<file path="config.mk">
export PLATFORM = sky130hd
export DESIGN_NAME = outlayer_sched
export DESIGN_NICKNAME = d
export VERILOG_FILES = /design/src/rtl/outlayer_sched.sv
export SDC_FILE = /design/constraint.sdc
export NUM_CORES = 1
export LEC_CHECK = 0
export CAP_MARGIN = 0
export CORE_MARGIN = 2
export CORE_UTILIZATION = 45
export DETAILED_ROUTE_END_ITERATION = 10
export GPL_ROUTABILITY_DRIVEN = 0
export PLACE_DENSITY = 0.83
export SYNTH_ARGS = -nofsm -noshare
export SYNTH_HDL_FRONTEND = slang
export SYNTH_SLANG_ARGS = --single-unit
export TNS_END_PERCENT = 1
</file>
<file path="constraint.sdc">
create_clock -name clk -period 10.8 [get_ports clk]
set_input_delay 1.62 -clock clk [delete_from_list [all_inputs] [get_ports clk]]
set_output_delay 1.62 -clock clk [all_outputs]
set_load 0.1 [all_outputs]
</file>
<file path="src/rtl/outlayer_sched.sv">
// Output-layer sequencer: time-shares one neuron datapath across NOUT neurons,
// streaming bias/weights from a ROM and tracking the running argmax of the sums.
module outlayer_sched #(
  parameter int NIN    = 10,
  parameter int NOUT   = 4,
  parameter int CYCLES = 16,
  parameter int AW     = 6,
  parameter int CW     = 2
) (
  input  logic                 clk,
  input  logic                 rst,
  input  logic                 start,
  input  logic [8*NIN-1:0]     hidden,
  output logic [AW-1:0]        wrom_addr,
  input  logic [7:0]           wrom_data,
  output logic                 n_start,
  output logic [7:0]           n_b,
  output logic [7:0]           n_w,
  output logic [8*NIN-1:0]     n_outreg,
  input  logic [7:0]           n_sum,
  output logic                 busy,
  output logic                 done,
  output logic [CW-1:0]        class_id,
  output logic [7:0]           best_score
);

  localparam logic [7:0]    NIN_C    = 8'(NIN);
  localparam logic [7:0]    NIN_M1   = 8'(NIN - 1);
  localparam logic [7:0]    CNT_LAST = 8'(CYCLES - 1);
  localparam logic [CW-1:0] K_LAST   = CW'(NOUT - 1);

  typedef enum logic [2:0] {IDLE, FETCH, RUN, CAPT, FIN} state_t;

  state_t           state;
  logic [7:0]       cnt;
  logic [CW-1:0]    k;
  logic [7:0]       b_q;
  logic [8*NIN-1:0] hid_q;

  assign n_outreg = hid_q;

  // Sequencer FSM; the ROM address runs one word ahead of the data it returns.
  always_ff @(posedge clk or posedge rst) begin
    if (rst) begin
      state      <= IDLE;
      cnt        <= 8'd0;
      k          <= '0;
      b_q        <= 8'd0;
      hid_q      <= '0;
      wrom_addr  <= '0;
      n_start    <= 1'b0;
      busy       <= 1'b0;
      done       <= 1'b0;
      class_id   <= '0;
      best_score <= 8'd0;
    end else begin
      done <= 1'b0;
      case (state)
        IDLE: begin
          if (start) begin
            hid_q     <= hidden;
            k         <= '0;
            busy      <= 1'b1;
            wrom_addr <= '0;
            state     <= FETCH;
          end
        end
        FETCH: begin
          cnt       <= 8'd0;
          n_start   <= 1'b1;
          wrom_addr <= wrom_addr + 1'b1;
          state     <= RUN;
        end
        RUN: begin
          if (cnt == 8'd0) b_q <= wrom_data;
          if (cnt < NIN_M1) wrom_addr <= wrom_addr + 1'b1;
          if (cnt == CNT_LAST) begin
            n_start <= 1'b0;
            state   <= CAPT;
          end
          cnt <= cnt + 8'd1;
        end
        CAPT: begin
          // Neuron 0 always loads so a stale result from a prior run never wins.
          if ((k == '0) || ($signed(n_sum) > $signed(best_score))) begin
            best_score <= n_sum;
            class_id   <= k;
          end
          if (k == K_LAST) begin
            done  <= 1'b1;
            busy  <= 1'b0;
            state <= FIN;
          end else begin
            k         <= k + 1'b1;
            wrom_addr <= wrom_addr + 1'b1;
            state     <= FETCH;
          end
        end
        FIN:     state <= IDLE;
        default: state <= IDLE;
      endcase
    end
  end

  // ROM data reaches the datapath directly: bias on the first RUN cycle, then weights.
  always_comb begin
    n_b = 8'd0;
    n_w = 8'd0;
    if (state == RUN) begin
      if (cnt == 8'd0) n_b = wrom_data;
      else             n_b = b_q;
      if ((cnt != 8'd0) && (cnt <= NIN_C)) n_w = wrom_data;
      else                                 n_w = 8'd0;
    end else begin
      n_b = 8'd0;
      n_w = 8'd0;
    end
  end

endmodule

</file>
Word level (Yosys, flattened, before mapping)
Index checks and enable logic that the tools add are counted.

word-level totals
  register bits after elaboration = 120
  output and inout port bits = 115
  bits of input ports = 99
  logic and storage cells = 66

cells by class
  muxes and demuxes = 23
  $lt $le $gt $ge = 3
  $add $sub $neg = 3
  reductions and logical operators = 16
  equality and inequality tests = 10

operators by type and width
  cell                   number
  $mux W8                4
  $pmux W6 S4            1
  $mux W6                3
  $pmux W8 S2            1
  $pmux W3 S4            1
  $ne A2 B2 Y1 const B   5
  $mux W3                3
  $add A8 B1 Y8 const B  1
  $eq A8 B4 Y1 const B   1
  $gt A8 B8 Y1           1
  $le A8 B4 Y1 const B   1
  $logic_not A8 Y1       1
  $lt A8 B4 Y1 const B   1
  $reduce_and A2 Y1      4
  $reduce_bool A8 Y1     1
  $add A6 B1 Y6 const B  1
  $eq A3 B2 Y1 const B   2
  $reduce_and A3 Y1      2
  $mux W1                5
  $mux W2                2
  $pmux W1 S2            2
  $pmux W2 S2            1
  $reduce_and A4 Y1      1
  $reduce_bool A2 Y1     2
  8 further kinds        8

Longest topological paths before layout
  depth after elaboration = 4
  depth in mapped cells = 8

Worst setup path after synthesis
No wires, ideal clock.

  kind = input port to output port
  from = in wrom_data[0]
  to = out n_b[0]
  setup slack = 6.248 ns
  arrival = 2.932 ns
  required time = 9.180 ns
  cell stages on the path = 2
  path through = mux2i_1 -> nor2_1

between the ends
  cells in the longest elaborated chain, start to end = 2

ends and longest elaborated chain
  what         line  source
  from (decl)  15    input logic [7:0] wrom_data,
  $mux W8      -
  $mux W8      109   if (state == RUN) begin
  to (decl)    17    output logic [7:0] n_b,

No other way between the ends.

Worst setup path in the final report
  from = in wrom_data[4]
  to = out n_b[4]

The elaborated chain is that of the path after synthesis.

==> metrics.yaml <==
fill_cells: 803
cts_root_buf: "clkbuf_16"
clkSlewWorstSetupHoldPaths_ns: 0.05
fmax_mhz: 195
clock_sink_count: 120
place_ws_ns: 5.67
rsz0062_at_grt: "no"
synth.avg_cell_area_sq_um: 9.35
grt_overflow_total: 0
slowest_delay_ns: 1.15
path_cells: "clkdlybuf4s50_1 > mux2i_1 > nor2_1 > clkdlybuf4s50_1"
cts_tree: "done"
die_h_microns: 112
r2r_cells: 7
yosysMostFrequentCell: "nand2_1"
crit_top_cell: "clkdlybuf4s50_1"
vias: 4597
grtUsageTotal: 0.233
fin_crit_sh: 0.474
finClkSkew_ns: 0.0129
cts_resized: 0
worstSetupEndpointType: "output port"
yosys.area.top_type: "dfrtp_1"
max_cap_viol_count: 0
drive_gt1_frac: 0.0793
crit_required_ns: 9.18
yosysUniqueCellTypes: 38
core_sq_um: 11400
port_buffers: 213
tns_ns: 0
grt_pass1_wl_microns: 23300
drc: 0
post-cts-setup-buffer-count: 0
clk_path_buf_depth: 2
viasPerCell: 4.97
wl_per_cell_microns: 15.1
status: "finished, final reports clean"
layout.area.seq_sq_um: 3000
synth-edff-count: 0
stdcell_count: 925
io_pins: 214
placed_cells: 893
drtIter0Drc: 198
hold_depth: 2
grt_start_max_net_pins: 86
worstPathArrival_ns: 3.50
initial_core_util: 0.460
grt_pass1_vias: 4871
cts_made_buffers: 17
start_kind: "input port"
totalWireLength_microns: 14000
antenna_cells: 0
fin_nets: 883
synthArstFlopShare: 1.00
synth-main-ff-cell: "dfrtp_1"
hp-class: "flop to flop"
antenna_found_initial: 0
syn_inst: 559
firstDrtPassIters: 6
worst-setup-path-type: "input port to output port"
clk_latency_ns: 0.41
hold_buffers: 0
utilization: 0.708
synthTopCellsByCount: "256 x nand2_1, 120 x dfrtp_1, 19 x inv_1, 19 x mux2_2, 17 x clkbuf_1"
worst_slew_pin_slew_ns: 1.02
yosysWarningCount: 0
slew_viol_final: 0
multi_input_area_sq_um: 2050
setup_ws_ns: 5.68
synth.area.top_cells: "dfrtp_1 57%, nand2_1 18%, mux2_2 4.1%, ha_1 3.6%, mux2i_1 1.9%"
synth.top_cell.area_share: 0.575
fin_crit_ns: 5.12
cp_max_fo: 3
ant_nets: 0
ys_seq_elements: 120
finalHoldViolCount: 0
synth_nets: 673
setup_viol: 0
synth-seq-area-share: 0.575
crit_slowest_cell: "clkdlybuf4s50_1"
die_area_sq_um: 12500
slew_headroom: 0.316
dpl.hpwl_microns: 9910
synthesis.area_sq_um: 5230
syn2layout_area_growth_pct: 54.1
num_rows: 39
htreeDepth: 4
die_w_microns: 112
[layout by cell type, fill, tap and decap left out, drive strengths merged]
master         Yosys  layout
a21o               1       1
a21oi              8       8
a311oi             1       1
a31oi              2       2
and2              11      11
buf                8       3
bufinv             0       2
clkbuf            17      18
clkdlybuf4s50      0     213
clkinv             0       7
clkinvlp           0       3
dfrtp            120     120
ha                15      15
inv               19      21
mux2              19      19
mux2i             10      10
nand2            256     256
nand2b             3       3
nand3              9       9
nand3b             1       1
nand4              4       4
nor2              16      16
nor2b              1       1
nor3               3       3
nor3b              3       3
nor4               2       2
nor4b              1       1
o211ai             3       3
o21a               1       1
o21ai             12      12
o221ai             1       1
o22a               1       1
o311ai             1       1
o31ai              2       2
or3                4       4
or4                1       1
xnor2              2       2
xor2               1       1
[area by class of cell]
| class | count | area share |
|---|---|---|
| sequential | 120 | 0.373 |
| timing repair buffer | 216 | 0.268 |
| multi-input combinational | 395 | 0.255 |
| clock buffer | 18 | 0.0545 |
| tap | 143 | 0.0222 |
| clock inverter | 14 | 0.0186 |
| inverter | 19 | 0.00917 |
[registers in the layout, summed over array words and instances, names as in the netlist]
signal      count
cnt             8
n_outreg       80
state           3
n_start         1
done            1
k               2
class_id        2
busy            1
wrom_addr       6
b_q             8
best_score      8
[worst paths after layout]
kind	slack, ns	to	startpoint
setup / recovery	5.68	n_b[4]	wrom_data[4]
hold / removal	0.47	n_outreg[77]$_DFFE_PP0P_	n_outreg[77]$_DFFE_PP0P_
setup reg to reg	8.55	best_score[5]$_DFFE_PP0P_	best_score[7]$_DFFE_PP0P_
hold reg to reg	0.47	n_outreg[77]$_DFFE_PP0P_	n_outreg[77]$_DFFE_PP0P_
max in group asynchronous	7.84	cnt[2]$_DFFE_PP0N_	rst
min in group asynchronous	1.70	n_outreg[52]$_DFFE_PP0P_	rst
[logic make-up (layout without fill, tap and decap cells)]
logic type,Yosys count,after routing,synth area share
simple gates,315,315,0.248
flops,120,120,0.575
buf+inv,44,267,0.0335
compound gates,33,33,0.0424
mux,29,29,0.0601
fa+ha+maj,15,15,0.0359
xor+xnor,3,3,0.00503
[critical path: cells and delay by family]
kind,cells,cell delay (ns)
buffers and inverters,2,1.66
multiplexers,1,0.10
AND/OR/NAND/NOR,1,0.11
[per-stage QoR]
stage | cell area (sq um) | hold slack, ns
floorplan | 5230 | 0.469
global placement | 7460 | 0.457
detailed placement | 7460 | 0.462
CTS | 8050 | 0.475
global route | 8050 | 0.503
finish | 8050 | 0.470
[routing by layer]
layer  vias to the layer above  global-route usage  wire length [microns]
met5                         -                   0                      0
met4                         0              0.0971                    286
met3                        20              0.0920                   1120
met2                       158               0.394                   7210
met1                      2210               0.264                   5330
li1                       2209                   -                      -
Power is not shown: default switching activity piles up to over one toggle a cycle in this logic, so the estimate is an artifact.
